===== src/rtl/alu_seq_pkg.sv =====
// Shared opcodes, error bit indices and FSM state type for the ALU sequencer.
package alu_seq_pkg;

    localparam logic [3:0] OP_CLEAR      = 4'b0000;
    localparam logic [3:0] OP_LOAD       = 4'b0001;
    localparam logic [3:0] OP_ADD        = 4'b0010;
    localparam logic [3:0] OP_SUB        = 4'b0011;
    localparam logic [3:0] OP_MUL        = 4'b0100;
    localparam logic [3:0] OP_DIV        = 4'b0101;
    localparam logic [3:0] OP_MOD        = 4'b0110;
    localparam logic [3:0] OP_LAST_LEGAL = 4'b0110;

    localparam int ERR_OVF = 0;
    localparam int ERR_DZ  = 1;

    typedef enum logic [1:0] {
        S_IDLE,
        S_WAIT,
        S_CAPTURE,
        S_RESP
    } seq_state_t;

    // CLEAR, LOAD and every illegal opcode complete without touching the ALU.
    function automatic logic isLocalOp(input logic [3:0] op);
        return (op == OP_CLEAR) || (op == OP_LOAD) || (op > OP_LAST_LEGAL);
    endfunction

endpackage


===== src/rtl/alu_seq_settle_timer.sv =====
// Loadable down-counter that flags the last settle cycle of an ALU operation.
module alu_seq_settle_timer #(
    parameter int SETTLE_CYCLES = 4,
    localparam int CNT_W = $clog2(SETTLE_CYCLES + 1)
) (
    input  logic clk,
    input  logic rst,
    input  logic i_load,
    output logic o_done
);

    logic [CNT_W-1:0] r_count;

    // Load the full settle interval on issue, then count down and park at zero.
    always_ff @(posedge clk) begin
        if (rst) begin
            r_count <= '0;
        end else if (i_load) begin
            r_count <= CNT_W'(SETTLE_CYCLES);
        end else if (r_count != '0) begin
            r_count <= r_count - CNT_W'(1);
        end
    end

    assign o_done = (r_count == CNT_W'(1));

endmodule


===== src/rtl/alu_sequencer.sv =====
// Registered command front-end: issues one command at a time to the combinational
// ALU, waits for it to settle, captures the result into the accumulator and returns it.
module alu_sequencer
    import alu_seq_pkg::*;
#(
    parameter int SETTLE_CYCLES = 4
) (
    input  logic        clk,
    input  logic        rst,
    input  logic        cmd_valid,
    output logic        cmd_ready,
    input  logic [3:0]  cmd_op,
    input  logic        cmd_src,
    input  logic [15:0] cmd_a,
    input  logic [15:0] cmd_b,
    output logic [15:0] alu_in1,
    output logic [15:0] alu_in2,
    output logic [3:0]  alu_op,
    input  logic [31:0] alu_out,
    input  logic [1:0]  alu_err,
    output logic        rsp_valid,
    input  logic        rsp_ready,
    output logic [31:0] rsp_data,
    output logic [1:0]  rsp_err,
    output logic        rsp_ill,
    output logic        rsp_trunc,
    output logic [1:0]  err_sticky,
    output logic [31:0] acc
);

    seq_state_t  r_state;
    seq_state_t  w_nextState;

    logic [31:0] r_acc;
    logic [1:0]  r_errSticky;
    logic [15:0] r_aluIn1;
    logic [15:0] r_aluIn2;
    logic [3:0]  r_aluOp;
    logic [31:0] r_rspData;
    logic [1:0]  r_rspErr;
    logic        r_rspIll;
    logic        r_rspTrunc;

    logic        w_accept;
    logic        w_isIll;
    logic        w_isLocal;
    logic        w_rspTake;
    logic        w_timerDone;
    logic [15:0] w_in1;

    assign w_accept  = cmd_valid && cmd_ready;
    assign w_isIll   = (cmd_op > OP_LAST_LEGAL);
    assign w_isLocal = isLocalOp(cmd_op);
    assign w_rspTake = rsp_valid && rsp_ready;
    assign w_in1     = cmd_src ? r_acc[15:0] : cmd_a;

    alu_seq_settle_timer #(
        .SETTLE_CYCLES (SETTLE_CYCLES)
    ) u_settleTimer (
        .clk    (clk),
        .rst    (rst),
        .i_load (w_accept && !w_isLocal),
        .o_done (w_timerDone)
    );

    // State register; reset abandons any command in flight.
    always_ff @(posedge clk) begin
        if (rst) r_state <= S_IDLE;
        else     r_state <= w_nextState;
    end

    // Next-state logic: local ops answer immediately, ALU ops wait out the settle interval.
    always_comb begin
        w_nextState = r_state;
        case (r_state)
            S_IDLE:    if (w_accept) w_nextState = w_isLocal ? S_RESP : S_WAIT;
            S_WAIT:    if (w_timerDone) w_nextState = S_CAPTURE;
            S_CAPTURE: w_nextState = S_RESP;
            S_RESP:    if (rsp_ready) w_nextState = S_IDLE;
            default:   w_nextState = S_IDLE;
        endcase
    end

    // Handshake outputs decoded from state; nothing is accepted while reset is held.
    always_comb begin
        cmd_ready = (r_state == S_IDLE) && !rst;
        rsp_valid = (r_state == S_RESP);
    end

    // Datapath registers: operand latch on accept, result capture, op grounding on response.
    always_ff @(posedge clk) begin
        if (rst) begin
            r_acc       <= '0;
            r_errSticky <= '0;
            r_aluIn1    <= '0;
            r_aluIn2    <= '0;
            r_aluOp     <= '0;
            r_rspData   <= '0;
            r_rspErr    <= '0;
            r_rspIll    <= 1'b0;
            r_rspTrunc  <= 1'b0;
        end else begin
            if (w_accept) begin
                r_rspIll   <= w_isIll;
                r_rspTrunc <= cmd_src && (r_acc[31:16] != 16'd0);
                r_rspErr   <= '0;
                if (w_isIll) begin
                    r_rspData <= r_acc;
                end else begin
                    case (cmd_op)
                        OP_CLEAR: begin
                            r_acc       <= '0;
                            r_errSticky <= '0;
                            r_rspData   <= '0;
                        end
                        OP_LOAD: begin
                            r_acc     <= {16'b0, cmd_a};
                            r_rspData <= {16'b0, cmd_a};
                        end
                        default: begin
                            r_aluIn1 <= w_in1;
                            r_aluIn2 <= cmd_b;
                            r_aluOp  <= cmd_op;
                        end
                    endcase
                end
            end
            if (r_state == S_CAPTURE) begin
                r_acc       <= alu_out;
                r_rspData   <= alu_out;
                r_rspErr    <= alu_err;
                r_errSticky <= r_errSticky | alu_err;
            end
            if (w_rspTake) begin
                r_aluOp <= OP_CLEAR;
            end
        end
    end

    assign alu_in1    = r_aluIn1;
    assign alu_in2    = r_aluIn2;
    assign alu_op     = r_aluOp;
    assign rsp_data   = r_rspData;
    assign rsp_err    = r_rspErr;
    assign rsp_ill    = r_rspIll;
    assign rsp_trunc  = r_rspTrunc;
    assign err_sticky = r_errSticky;
    assign acc        = r_acc;

endmodule


===== config.mk =====
export PLATFORM = sky130hd
export DESIGN_NAME = alu_sequencer
export DESIGN_NICKNAME = d
export VERILOG_FILES = /design/src/rtl/alu_seq_pkg.sv /design/src/rtl/alu_seq_settle_timer.sv /design/src/rtl/alu_sequencer.sv
export SDC_FILE = /design/constraint.sdc
export NUM_CORES = 1
export LEC_CHECK = 0
export CAP_MARGIN = 20
export CORE_AREA = 5 5 101 140
export DETAILED_ROUTE_END_ITERATION = 12
export DIE_AREA = 0 0 106 145
export PLACE_DENSITY = 0.69
export SYNTH_ARGS = -nofsm -noshare
export SYNTH_HDL_FRONTEND = slang
export SYNTH_SLANG_ARGS = --single-unit

===== constraint.sdc =====
create_clock -name clk -period 3.2 [get_ports clk]
set_input_delay 0.64 -clock clk [delete_from_list [all_inputs] [get_ports clk]]
set_output_delay 0.64 -clock clk [all_outputs]
set_load 0.03 [all_outputs]

Yosys cells after proc, flatten, opt, wreduce, memory -nomap -nowiden

Cells that the tools add are included.
W data, S select, Z words.

Equal/unequal tests: 9
Add/subtract/negate cells: 1
Reductions and logical operators: 26
Magnitude comparators: 1
Bitwise gates (word level): 3
Mux-type cells: 21

Operator list:

| kind                  | number |
|---|---|
| $mux W32              | 6 |
| $pmux W32 S2          | 1 |
| $mux W2               | 10 |
| $mux W16              | 1 |
| $reduce_bool A16 Y1   | 1 |
| $reduce_and A3 Y1     | 4 |
| $pmux W2 S4           | 1 |
| $mux W3               | 2 |
| $ne A2 B1 Y1 const B  | 3 |
| $reduce_bool A2 Y1    | 3 |
| $reduce_bool A3 Y1    | 2 |
| $reduce_or A2 Y1      | 3 |
| $logic_and A1 B1 Y1   | 5 |
| $eq A2 B2 Y1 const B  | 2 |
| $eq A4 B1 Y1 const B  | 1 |
| $gt A4 B3 Y1 const B  | 1 |
| $logic_not A4 Y1      | 1 |
| $reduce_bool A4 Y1    | 1 |
| $eq A3 B1 Y1 const B  | 1 |
| $sub A3 B1 Y3 const B | 1 |
| $eq A2 B1 Y1 const B  | 1 |
| $logic_not A1 Y1      | 2 |
| $logic_not A2 Y1      | 1 |
| $logic_or A1 B1 Y1    | 2 |
| 4 further kinds       | 5 |

Bits in registers: 111
Word-level logic and storage cells: 73

Longest topological paths before layout

Depth in word-level cells: 6
Gate-level depth with buffers: 9
Gate-level depth less buffers: 6

By module

Synthesis repeated with hierarchy kept, for this count alone.

Cell total of the unflattened synthesis: 510
Area, all modules: 4640.7 um^2

By module, submodules not included:

| module               | cells an instance | instances | area each (um^2) | sequential area each (um^2) |
|---|---|---|---|---|
| alu_sequencer        | 492               | 1         | 4460.5           | 2162.1 |
| alu_seq_settle_timer | 18                | 1         | 180.2            | 60.1 |

Worst setup path before layout

Ideal clock, no wire load.

Path kind: input port to output port
From: input rst
To: output cmd_ready
Data arrival time: 1469 ps
Setup slack: 1091 ps
Stages on the path: 3
Cells stage by stage: clkbuf_1 clkbuf_1 nor2b_1

Word-level cells in the longest chain between the ends: 2

Ends and longest elaborated chain:

| element             | RTL line            | RTL |
|---|---|---|
| start, declared     | alu_sequencer.sv:9  | `input logic rst,` |
| $logic_not A1 Y1    | alu_sequencer.sv:86 | `cmd_ready = (r_state == S_IDLE) && !rst;` |
| $logic_and A1 B1 Y1 | alu_sequencer.sv:86 |  |
| end, declared       | alu_sequencer.sv:11 | `output logic cmd_ready,` |

Every way passes these cells.

Final worst setup path

From: register r_state[0]
To: output cmd_ready

Word-level cells in the longest chain between the ends: 2

Ends and longest elaborated chain:

| element                | RTL line            | RTL |
|---|---|---|
| start, declared        | alu_sequencer.sv:31 | `seq_state_t r_state;` |
| start signal, assigned | alu_sequencer.sv:69 | `else r_state <= w_nextState;` |
| $logic_not A2 Y1       | alu_sequencer.sv:86 |  |
| $logic_and A1 B1 Y1    | alu_sequencer.sv:86 |  |

Every way passes these cells.

==> Implementation_results.wiki <==
{| class="wikitable"
! Metric !! Value
|-
| Drt pass-1 iters || 6
|-
| Vias after detailed routing || roughly 4600
|-
| Reported leakage power || 2.395 nW
|-
| Number of clock sinks || 111
|-
| Area leader, netlist || sky130_fd_sc_hd__dfxtp_1
|-
| Worst setup SP type || flop
|-
| Slew Viols, Final || 0
|-
| Antenna violations before repair || 0
|-
| Number of storage elements in the synthesis netlist || 111
|-
| Root buffer cell || sky130_fd_sc_hd__clkbuf_16
|-
| Post-layout min period || between 2 and 3 ns
|-
| Synth Area in Simple Gates || 0.1782
|-
| Insertion delay to the later sink of the worst-skew pair || 0.35 ns
|-
| RePlAce Congestion || 0.7538
|-
| Top cells by area in the synthesized netlist || sky130_fd_sc_hd__dfxtp_1 48%, sky130_fd_sc_hd__nor2_1 7.4%, sky130_fd_sc_hd__a221oi_1 6.1%, sky130_fd_sc_hd__a211oi_1 5.2%, sky130_fd_sc_hd__mux2i_1 3.9%
|-
| Sequential area share after synthesis || 0.4846
|-
| Reg clk slew, reported paths || around 0.07 ns
|-
| Count of final hold-check violations || 0
|-
| Quantity of hold-fixing buffers added after cts || 0
|-
| Synthesized net count || 594
|-
| Combinational share of power || 0.444
|-
| Maximum number of pins on one net before global-route repair || 88
|-
| Worst Path Max Fanout || 4
|-
| CTS H-Tree Depth || 3
|-
| Maximum resistive drop on vdd || 0.3714 mV
|-
| Total Die Area || 15370 µm²
|-
| Number of setup buffers added after CTS || 0
|-
| Height of the chip || 145 µm
|-
| Worst reg2reg endpoint || rsp_data[28]$_SDFFE_PP0P_
|-
| Power per cell area || 790.2 nW/µm²
|-
| Detailed-route wire length per cell || 18.39 µm
|-
| Sum of net half-perimeters after detailed placement || 10440 µm
|-
| Launching element of the worst setup path || r_state[0]$_SDFFE_PP0P_
|-
| ANT cells || 0
|-
| Layout cells sized above 1 || 0.05193
|-
| Share of the cycle needed by the critical path after routing || 0.7906
|-
| Remaining global-route overflow || 0
|-
| RSZ-0062 raised after global routing || no
|-
| Share of cell area taken by muxes after synthesis || 0.03929
|-
| Launch instance of the worst register-to-register path || r_state[0]$_SDFFE_PP0P_
|-
| Main combinational cell family by area after synthesis || compound AO/OA/AOI/OAI gates
|-
| Cells after Synth || 511
|-
| Total GRT Usage || 0.1926
|-
| Path depth of the worst reg2reg path || 6
|-
| Post-synthesis adder-cell area fraction || 0.02183
|-
| Number of fill cells in the layout || 1171
|-
| Detailed-route vias per instance || 5.580
|-
| Initial DRC count || 286
|-
| Arrival time reported for the critical path endpoint || 1.89 ns
|-
| TritonCTS Buffers || 9
|-
| Cell-internal power || 3.209 mW
|-
| Outcome || completed
|-
| Via count of the first global-routing pass || 4594
|-
| IO buf count || 182
|-
| Register-to-register path setup slack || 0.88 ns
|-
| Required time of the worst setup path || ~2.6 ns
|-
| Switching part of the total || 0.4030
|-
| Max-cap check violation count || 0
|-
| Top cell family by delay on the critical path || buffers and inverters
|-
| Worst Clk Skew || roughly 0.008 ns
|-
| Area growth, synth to finish || 48.35%
|-
| Number of library cell types mapped by synthesis || 36
|-
| Switch Pwr || about 2.2 mW
|-
| Max clock buf depth || 2
|-
| Synth Area in Compound Gates || 0.2210
|-
| Average instance area after synthesis || 8.974 µm²
|-
| Clk pwr share || 0.200
|-
| Register share of total power || 0.356
|-
| WP buf/inv || 2
|-
| Final routed DRC violation total || 0
|-
| Worst-margin pin slew || 0.9266 ns
|-
| Delay contributed by the slowest stage of the critical path || 0.69 ns
|-
| Setup TNS after final layout || 0 ns
|-
| Number of ports placed on the die boundary || 183
|-
| Most common cell after layout, fill and taps aside || sky130_fd_sc_hd__clkdlybuf4s50_1
|-
| Most used cells in the layout excluding fill and tap cells || 181 x sky130_fd_sc_hd__clkdlybuf4s50_1, 111 x sky130_fd_sc_hd__dfxtp_1, 89 x sky130_fd_sc_hd__nor2_1
|-
| Die X-Extent || 106 µm
|-
| Cell with the largest stage delay on the worst path || sky130_fd_sc_hd__clkdlybuf4s50_1
|-
| Xor/xnor share of the synthesized area || 0.001910
|-
| Post-route antenna net violation count || 0
|-
| Kind of critical path || flop to output port
|-
| Tot Pwr || 5.376 mW
|-
| Setup crit end || cmd_ready
|-
| Critical Path End Type || output port
|-
| Wire length of the first global-routing pass || 23950 µm
|-
| Total Nets Final || about 750
|-
| Synth warnings || 0
|-
| Initial cell density of the core || 0.3596
|-
| TritonCTS clock tree || done
|-
| Routed wire length || between 15000 and 20000 µm
|-
| Worst Hold Depth || 2
|-
| Core Region || 12750 µm²
|-
| F_max || between 0.3 and 0.4 GHz
|-
| Setup-failing EPs final || 0
|-
| Row count || 49
|-
| Netlist Area Pre-Place || 4586 µm²
|-
| Multi-input gate area in the final layout || 2148 µm²
|-
| HP Class || flop to flop
|-
| Worst rel slew slack || 0.3823
|-
| Number of instances resized during post-cts repair || 0
|-
| Area taken by flip-flops and latches || around 2200 µm²
|-
| Stages on worst setup path || 4
|-
| Fraction of post-synthesis cell area in the top cell type by area || 0.4846
|-
| List of cells traversed by the critical path || inv_1 -> ha_1 -> nor2b_1 -> clkdlybuf4s50_1
|}
==> synth_stat cells <==
master,count
sky130_fd_sc_hd__and3_1,1
sky130_fd_sc_hd__dfxtp_1,111
sky130_fd_sc_hd__a211oi_1,32
sky130_fd_sc_hd__or2_1,1
sky130_fd_sc_hd__and3b_1,1
sky130_fd_sc_hd__nand2_1,43
sky130_fd_sc_hd__mux2i_1,18
sky130_fd_sc_hd__a31oi_1,2
sky130_fd_sc_hd__a21oi_1,26
sky130_fd_sc_hd__clkbuf_1,23
sky130_fd_sc_hd__nor3_1,34
sky130_fd_sc_hd__xnor2_1,1
sky130_fd_sc_hd__inv_1,6
sky130_fd_sc_hd__nand3b_1,2
sky130_fd_sc_hd__buf_6,2
sky130_fd_sc_hd__nor2b_1,1
sky130_fd_sc_hd__nor3b_1,1
sky130_fd_sc_hd__a211oi_2,1
sky130_fd_sc_hd__ha_1,8
sky130_fd_sc_hd__o21ai_0,1
sky130_fd_sc_hd__buf_2,15
sky130_fd_sc_hd__nor4_1,4
sky130_fd_sc_hd__nand4_1,1
sky130_fd_sc_hd__nor2_1,90
sky130_fd_sc_hd__a32o_1,1
sky130_fd_sc_hd__buf_4,3
sky130_fd_sc_hd__a22oi_1,16
sky130_fd_sc_hd__nand3_1,6
sky130_fd_sc_hd__nand2b_1,2
sky130_fd_sc_hd__a222oi_1,17
sky130_fd_sc_hd__a32oi_1,1
sky130_fd_sc_hd__a21o_1,2
sky130_fd_sc_hd__a221oi_1,32
sky130_fd_sc_hd__buf_1,4
sky130_fd_sc_hd__a2111oi_0,1
sky130_fd_sc_hd__nor4b_4,1
==> layout make-up <==
class,instances,share of cell area
flip-flops and latches,111,0.3267
repair buffers,194,0.2843
inverters,6,0.003311
clock inverters,6,0.008093
clock buffers,10,0.03366
multi-input cells,347,0.3158
well taps,153,0.02814
==> worst min-delay path, stage by stage (launching register included) <==
cell and delay [ns]:
sky130_fd_sc_hd__dfxtp_1 0.31, sky130_fd_sc_hd__nand2_1 0.05, sky130_fd_sc_hd__a21oi_1 0.05
==> routing by layer <==
layer,part of all wire,vias up,global-route usage
met5,0,-,0
met4,0.033,0,0.09592
met3,0.067,32,0.03644
met2,0.52,191,0.3448
met1,0.38,2185,0.2157
li1,-,2207,-
==> kinds of logic (layout without fill, tap and decap cells) <==
group / after synthesis / in the layout
fa+ha+maj: 8 / 8
simple gates: 188 / 188
xor+xnor: 1 / 1
flops: 111 / 111
buf+inv: 53 / 216
mux: 18 / 18
compound gates: 132 / 132
==> power by group through the flow <==
stage               registers [mW]  logic [mW]  clock network [mW]
finish                        1.91        2.39                1.08
global route                  1.96        2.56                1.17
CTS                           1.91        2.40                1.11
detailed placement            1.94        2.39                   0
global placement              1.93        2.36                   0
floorplan                     2.44       0.915                   0
==> state kept, by name, indices dropped and copies added (netlist names) <==
| signal | count |
|---|---|
| acc | 32 |
| rsp_ill | 1 |
| err_sticky | 2 |
| rsp_data | 32 |
| rsp_err | 2 |
| alu_in2 | 16 |
| alu_op | 4 |
| rsp_trunc | 1 |
| u_settleTimer.r_count | 3 |
| alu_in1 | 16 |
| r_state | 2 |
==> worst min-delay path by stage <==
| stage | endpoint | start |
|---|---|---|
| 2_1_floorplan | u_settleTimer.r_count[1]$_SDFFE_PP0P_ | u_settleTimer.r_count[1]$_SDFFE_PP0P_ |
| 3_3_place_gp | alu_in2[2]$_SDFFE_PP0P_ | alu_in2[2]$_SDFFE_PP0P_ |
| 3_5_place_dp | alu_in2[13]$_SDFFE_PP0P_ | alu_in2[13]$_SDFFE_PP0P_ |
| 4_1_cts | alu_op[0]$_SDFFE_PP0P_ | alu_op[0]$_SDFFE_PP0P_ |
| 5_1_grt | alu_op[0]$_SDFFE_PP0P_ | alu_op[0]$_SDFFE_PP0P_ |
| 6_report | rsp_err[0]$_SDFFE_PP0P_ | rsp_err[0]$_SDFFE_PP0P_ |
==> per-stage QoR <==
step           std cells    util  hold WS, ns  instance area [µm²]  worst slack, ns
3_5_place_dp         811  0.5112       0.4495                 6519           0.5409
4_1_cts              827  0.5335       0.4596                 6803           0.6501
3_3_place_gp         811  0.5112       0.4411                 6519           0.6248
6_report             827  0.5335       0.4563                 6803           0.6700
2_1_floorplan        511       -       0.4779                 4586            1.091
5_1_grt              827  0.5335       0.4790                 6803           0.5928
Note: power is estimated with default switching activity, not from simulation.
